==> config.mk <==
export PLATFORM = sky130hd
export DESIGN_NAME = riscv_ifu
export DESIGN_NICKNAME = d
export VERILOG_FILES = /design/src/rtl/riscv_ifu_pkg.sv /design/src/rtl/riscv_ifu.sv
export SDC_FILE = /design/constraint.sdc
export NUM_CORES = 1
export LEC_CHECK = 0
export CAP_MARGIN = 10
export CORE_ASPECT_RATIO = 2
export CORE_MARGIN = 2
export CORE_UTILIZATION = 40
export CTS_BUF_LIST = sky130_fd_sc_hd__clkbuf_8
export DETAILED_ROUTE_END_ITERATION = 8
export PLACE_DENSITY_LB_ADDON = 0.08
export SETUP_SLACK_MARGIN = 0.1
export SYNTH_ARGS = -nofsm -noshare
export SYNTH_HDL_FRONTEND = slang
export SYNTH_SLANG_ARGS = --single-unit
==> constraint.sdc <==
create_clock -name clk -period 2.4 [get_ports clk]
set_input_delay 0.48 -clock clk [delete_from_list [all_inputs] [get_ports clk]]
set_output_delay 0.48 -clock clk [all_outputs]
set_load 0.03 [all_outputs]
==> src/rtl/riscv_ifu_pkg.sv <==
// Shared types and constants for the NPC instruction fetch unit.
package riscv_ifu_pkg;

  typedef enum logic [2:0] {
    IDLE,
    REQ,
    WAIT,
    HOLD,
    DRAIN
  } ifu_state_e;

  localparam logic [1:0] FAULT_NONE     = 2'd0;
  localparam logic [1:0] FAULT_BUS      = 2'd1;
  localparam logic [1:0] FAULT_MISALIGN = 2'd2;

  // addi x0, x0, 0
  localparam logic [31:0] INST_NOP = 32'h0000_0013;

endpackage

==> src/rtl/riscv_ifu.sv <==
// Instruction fetch unit: one outstanding read, holds the fetched word until decode takes it.
// Optional build macro IFU_MISALIGN_CHECK_EN faults PCs with pc_i[1:0] != 0 without touching memory.
module riscv_ifu
  import riscv_ifu_pkg::*;
#(
  parameter int ADDR_WIDTH = 32,
  parameter int INST_WIDTH = 32
) (
  input  logic                  clk,
  input  logic                  rst,
  input  logic                  pc_valid_i,
  input  logic [ADDR_WIDTH-1:0] pc_i,
  output logic                  pc_ready_o,
  input  logic                  flush_i,
  output logic                  mem_req_o,
  output logic [ADDR_WIDTH-1:0] mem_addr_o,
  input  logic                  mem_gnt_i,
  input  logic                  mem_rvalid_i,
  input  logic [INST_WIDTH-1:0] mem_rdata_i,
  input  logic                  mem_err_i,
  output logic                  inst_valid_o,
  input  logic                  inst_ready_i,
  output logic [INST_WIDTH-1:0] inst_o,
  output logic [ADDR_WIDTH-1:0] inst_pc_o,
  output logic [1:0]            inst_fault_o
);

  ifu_state_e            state_q, state_d;
  logic [ADDR_WIDTH-1:0] pc_q, pc_d;
  logic [INST_WIDTH-1:0] inst_q, inst_d;
  logic [1:0]            fault_q, fault_d;
  logic                  live_q;
  logic                  pc_misaligned;

`ifdef IFU_MISALIGN_CHECK_EN
  assign pc_misaligned = (pc_i[1:0] != 2'b00);
`else
  assign pc_misaligned = 1'b0;
`endif

  // live_q keeps pc_ready_o low while reset is asserted even though the FSM sits in IDLE
  always_ff @(posedge clk or posedge rst) begin
    if (rst) begin
      state_q <= IDLE;
      pc_q    <= '0;
      inst_q  <= '0;
      fault_q <= FAULT_NONE;
      live_q  <= 1'b0;
    end else begin
      state_q <= state_d;
      pc_q    <= pc_d;
      inst_q  <= inst_d;
      fault_q <= fault_d;
      live_q  <= 1'b1;
    end
  end

  always_comb begin
    state_d      = state_q;
    pc_d         = pc_q;
    inst_d       = inst_q;
    fault_d      = fault_q;
    pc_ready_o   = 1'b0;
    mem_req_o    = 1'b0;
    mem_addr_o   = '0;
    inst_valid_o = 1'b0;
    inst_o       = '0;
    inst_pc_o    = '0;
    inst_fault_o = FAULT_NONE;

    unique case (state_q)
      IDLE: begin
        pc_ready_o = live_q;
        if (live_q && pc_valid_i && !flush_i) begin
          pc_d = pc_i;
          if (pc_misaligned) begin
            inst_d  = INST_WIDTH'(INST_NOP);
            fault_d = FAULT_MISALIGN;
            state_d = HOLD;
          end else begin
            state_d = REQ;
          end
        end
      end

      // A granted request must still be drained, so flush alone cannot return to IDLE here
      REQ: begin
        mem_req_o  = 1'b1;
        mem_addr_o = {pc_q[ADDR_WIDTH-1:2], 2'b00};
        if (flush_i) begin
          state_d = mem_gnt_i ? DRAIN : IDLE;
        end else if (mem_gnt_i) begin
          state_d = WAIT;
        end
      end

      WAIT: begin
        if (flush_i) begin
          state_d = mem_rvalid_i ? IDLE : DRAIN;
        end else if (mem_rvalid_i) begin
          inst_d  = mem_rdata_i;
          fault_d = mem_err_i ? FAULT_BUS : FAULT_NONE;
          state_d = HOLD;
        end
      end

      HOLD: begin
        inst_valid_o = 1'b1;
        inst_o       = (fault_q != FAULT_NONE) ? INST_WIDTH'(INST_NOP) : inst_q;
        inst_pc_o    = pc_q;
        inst_fault_o = fault_q;
        if (flush_i || inst_ready_i) begin
          state_d = IDLE;
        end
      end

      DRAIN: begin
        if (mem_rvalid_i) begin
          state_d = IDLE;
        end
      end

      default: state_d = IDLE;
    endcase
  end

endmodule

==> summary.md <==
| Metric | Value |
|---|---|
| Critical Path AT | approximately 1.8 ns |
| Via count | around 2700 |
| Routed Antenna Nets | 0 |
| Cells on worst reg2reg path | 5 |
| Clk root buf | clkbuf_8 |
| Global-route wire length before repair | 13.91 mm |
| Period utilisation layout | roughly 94% |
| Syn avg cell area | 13.12 µm² |
| TNS Setup | 0 ns |
| Routed WL per cell | 16.42 µm |
| Htree depth | 3 |
| Post-Route WL | slightly above 9 mm |
| FMAX | about 440 MHz |
| Synthesized area | between 3000 and 4000 µm² |
| Total grt overflow | 0 |
| Worst Max-Slew Pin Slew | a little under 0.5 ns |
| Worst setup SP type | flop |
| Hold slack | roughly 0.50 ns |
| Total die area | ~9800 µm² |
| Max-slew violation count | 0 |
| CP max FO | 14 |
| Initial antenna violation count | 0 |
| CTS tree | done |
| Non-filler cells in the finished layout | 558 |
| I/O pins | between 150 and 200 |
| Gr usage total | between 10% and 20% |
| Simple-Gate Fraction of Synth Area | around a fifth |
| Width of the chip | approximately 70 µm |
| Synth Area in XOR/XNOR | 0% |
| Commonest non-fill, non-tap cell in the layout | buf_4 |
| Power per cell area | 738.9 nW/µm² |
| WHS Path Cells | 1 |
| Post-synthesis compound-gate area fraction | 1.838% |
| Netlist cell types | 29 |
| Num rows | between 40 and 50 |
| # DRC | 0 |
| Area grow syn2layout | 49.97% |
| Reg-to-Reg Start | state_q[2] |
| Mapped Cells | roughly 280 |
| Antenna diode count | 0 |
| Crit path capture type | primary output |
| Clock latency at the later pin of the worst-skew pair | between 0.3 and 0.4 ns |
| TritonCTS Buffers | 9 |
| Setup Viol. Count Final | 0 |
| Outcome | complete, no violations |
| RSZ-0062 raised after global routing | true |
| CTS clk-pin slew, worst paths | 0.07 ns |
| Final Skew | approximately 0.014 ns |
| Die H | about 140 µm |
| Worst Hold Launch | inst_q[30] |
| GP Congestion | between 0.7 and 0.8 |
| Worst Setup SP | state_q[2] |
| Dpl hpwl | approximately 6.5 mm |
| Initial Utilization | 40.59% |
| Most frequent cells in the layout | 105 x buf_4, 92 x and2_1, 71 x clkdlybuf4s50_1 |
| Vias in the first global route | ~2700 |
| Placed cell count | 535 |
| Final min period | approximately 2.2 ns |
| Pin count of the biggest net entering global routing | 70 |
| Final net count | 523 |
| Port Buffers | 169 |
| Clk sinks | between 60 and 70 |
| Worst hold path type | flop to flop |
| CP Class | flop to primary output |
| Initial DRC count | ~160 |
| Hold Fails Final Rpt | 0 |
| Adder-cell share of the synthesized area | 0% |
| Max-slew headroom | around two thirds |
| Synth warn | 0 |
| Static Leak | roughly 2.7 nW |
| CORE AREA | approximately 9000 µm² |
| Sequential share of the synthesized area | 47.85% |
| Layout cells sized above 1 | 44.08% |
| Largest family of logic cells by synthesized area | multiplexers |
| Proportion of synthesized area in mux cells | ~25% |
| DRT Pass-1 Iters | 3 |
| Maximum vdd drop | around 0.00042 V |
| Clk buf depth | 2 |
| Vias per Instance | ~4.8 |
| Req. time, crit path | around 1.9 ns |
| Max_cap viols | 0 |
| Synth Register Bits | 69 |
[report_power, final]
| part | switching [mW] | total, mW | internal [mW] |
|---|---|---|---|
| clock network | 0.441 | 0.915 | 0.474 |
| registers | 0.259 | 1.84 | 1.59 |
| logic | 0.457 | 1.24 | 0.783 |
| total | 1.16 | 4.00 | 2.84 |
[final cells by class]
cell class                 count  area [µm²]
timing repair buffer         186        1667
clock buffer                   9       123.9
sequential                    69        1728
clock inverter                 7       67.56
tap                          102       127.6
multi-input combinational    184        1694
inverter                       1       3.754
fill                         773        3478
[state kept, by name, indices dropped and copies added, names as in the netlist]
name and cells:
live_q 1, inst_q 32, pc_q 32, fault_q 1, state_q 3
[cells in the mapped netlist, drive strengths merged]
| cell | number | area (µm²) |
|---|---|---|
| dfrtp | 69 | 1727 |
| o21ai | 1 | 5.000 |
| nor4b | 1 | 8.760 |
| nor3 | 1 | 16.27 |
| inv | 1 | 3.750 |
| and4b | 1 | 10.01 |
| conb | 2 | 7.510 |
| nor3b | 1 | 12.51 |
| nor2b | 1 | 6.260 |
| nor4 | 1 | 6.260 |
| o21a | 3 | 22.52 |
| a2111oi | 1 | 8.760 |
| and3 | 2 | 17.52 |
| nand2 | 1 | 3.750 |
| and2 | 92 | 575.6 |
| a21o | 2 | 15.01 |
| buf | 17 | 182.7 |
| mux2 | 65 | 897.1 |
| nor2 | 1 | 3.750 |
| nand4b | 2 | 32.53 |
| and3b | 1 | 8.760 |
| a21oi | 3 | 15.01 |
| clkbuf | 6 | 22.52 |
[logic make-up after synthesis]
logic type | after synthesis
and+or+nand+nor | 105
DFF | 69
muxes | 65
buffers and inverters | 24
AOI/OAI and AO/OA | 10
other | 2
[metal layers]
layer	track usage (%)	routed length (µm)	share of wire [%]	vias to the layer above
li1	-	-	-	1252
met1	20.67	3286	36	1298
met2	31.63	5170	56	99
met3	4.810	530	5.8	11
met4	7.150	174	1.9	0
met5	0	0	0	-
[stage by stage]
step                      utilization, %  area, µm²  power [mW]  setup WS [ns]
after floorplan                        -       3616       2.651         0.1801
after global placement             57.65       5125       3.034         0.2170
after detailed placement           57.65       5125       3.074         0.1877
after CTS                          59.85       5320       4.014        0.09656
after global routing               60.87       5411       4.242        0.04094
final                              60.87       5411       3.998         0.1509
[critical path: stages, from the launching register on]
cell,delay [ns]
dfrtp_2,0.45
and3b_1,0.26
nor2b_4,0.22
buf_4,0.20
and2_1,0.14
buf_4,0.15
[path summary, 6_finish.rpt]
path                              end  slack [ns]
min reg2reg                inst_q[30]        0.50
min in group asynchronous  inst_q[11]        0.54
min                        inst_q[30]        0.50
max in group asynchronous  state_q[2]        1.55
max                        inst_o[22]        0.15
max reg2reg                inst_q[13]        0.61
[timing repair]
item | CTS | global route
cloned | 0 | 3
setup endpoints to repair | 34 | 94
setup buffers | 0 | 4
gates resized for setup | 3 | 9
hold buffers | 0 | 0
pin swaps | 0 | 1
No activity file was read; power rests on OpenSTA's default activity.
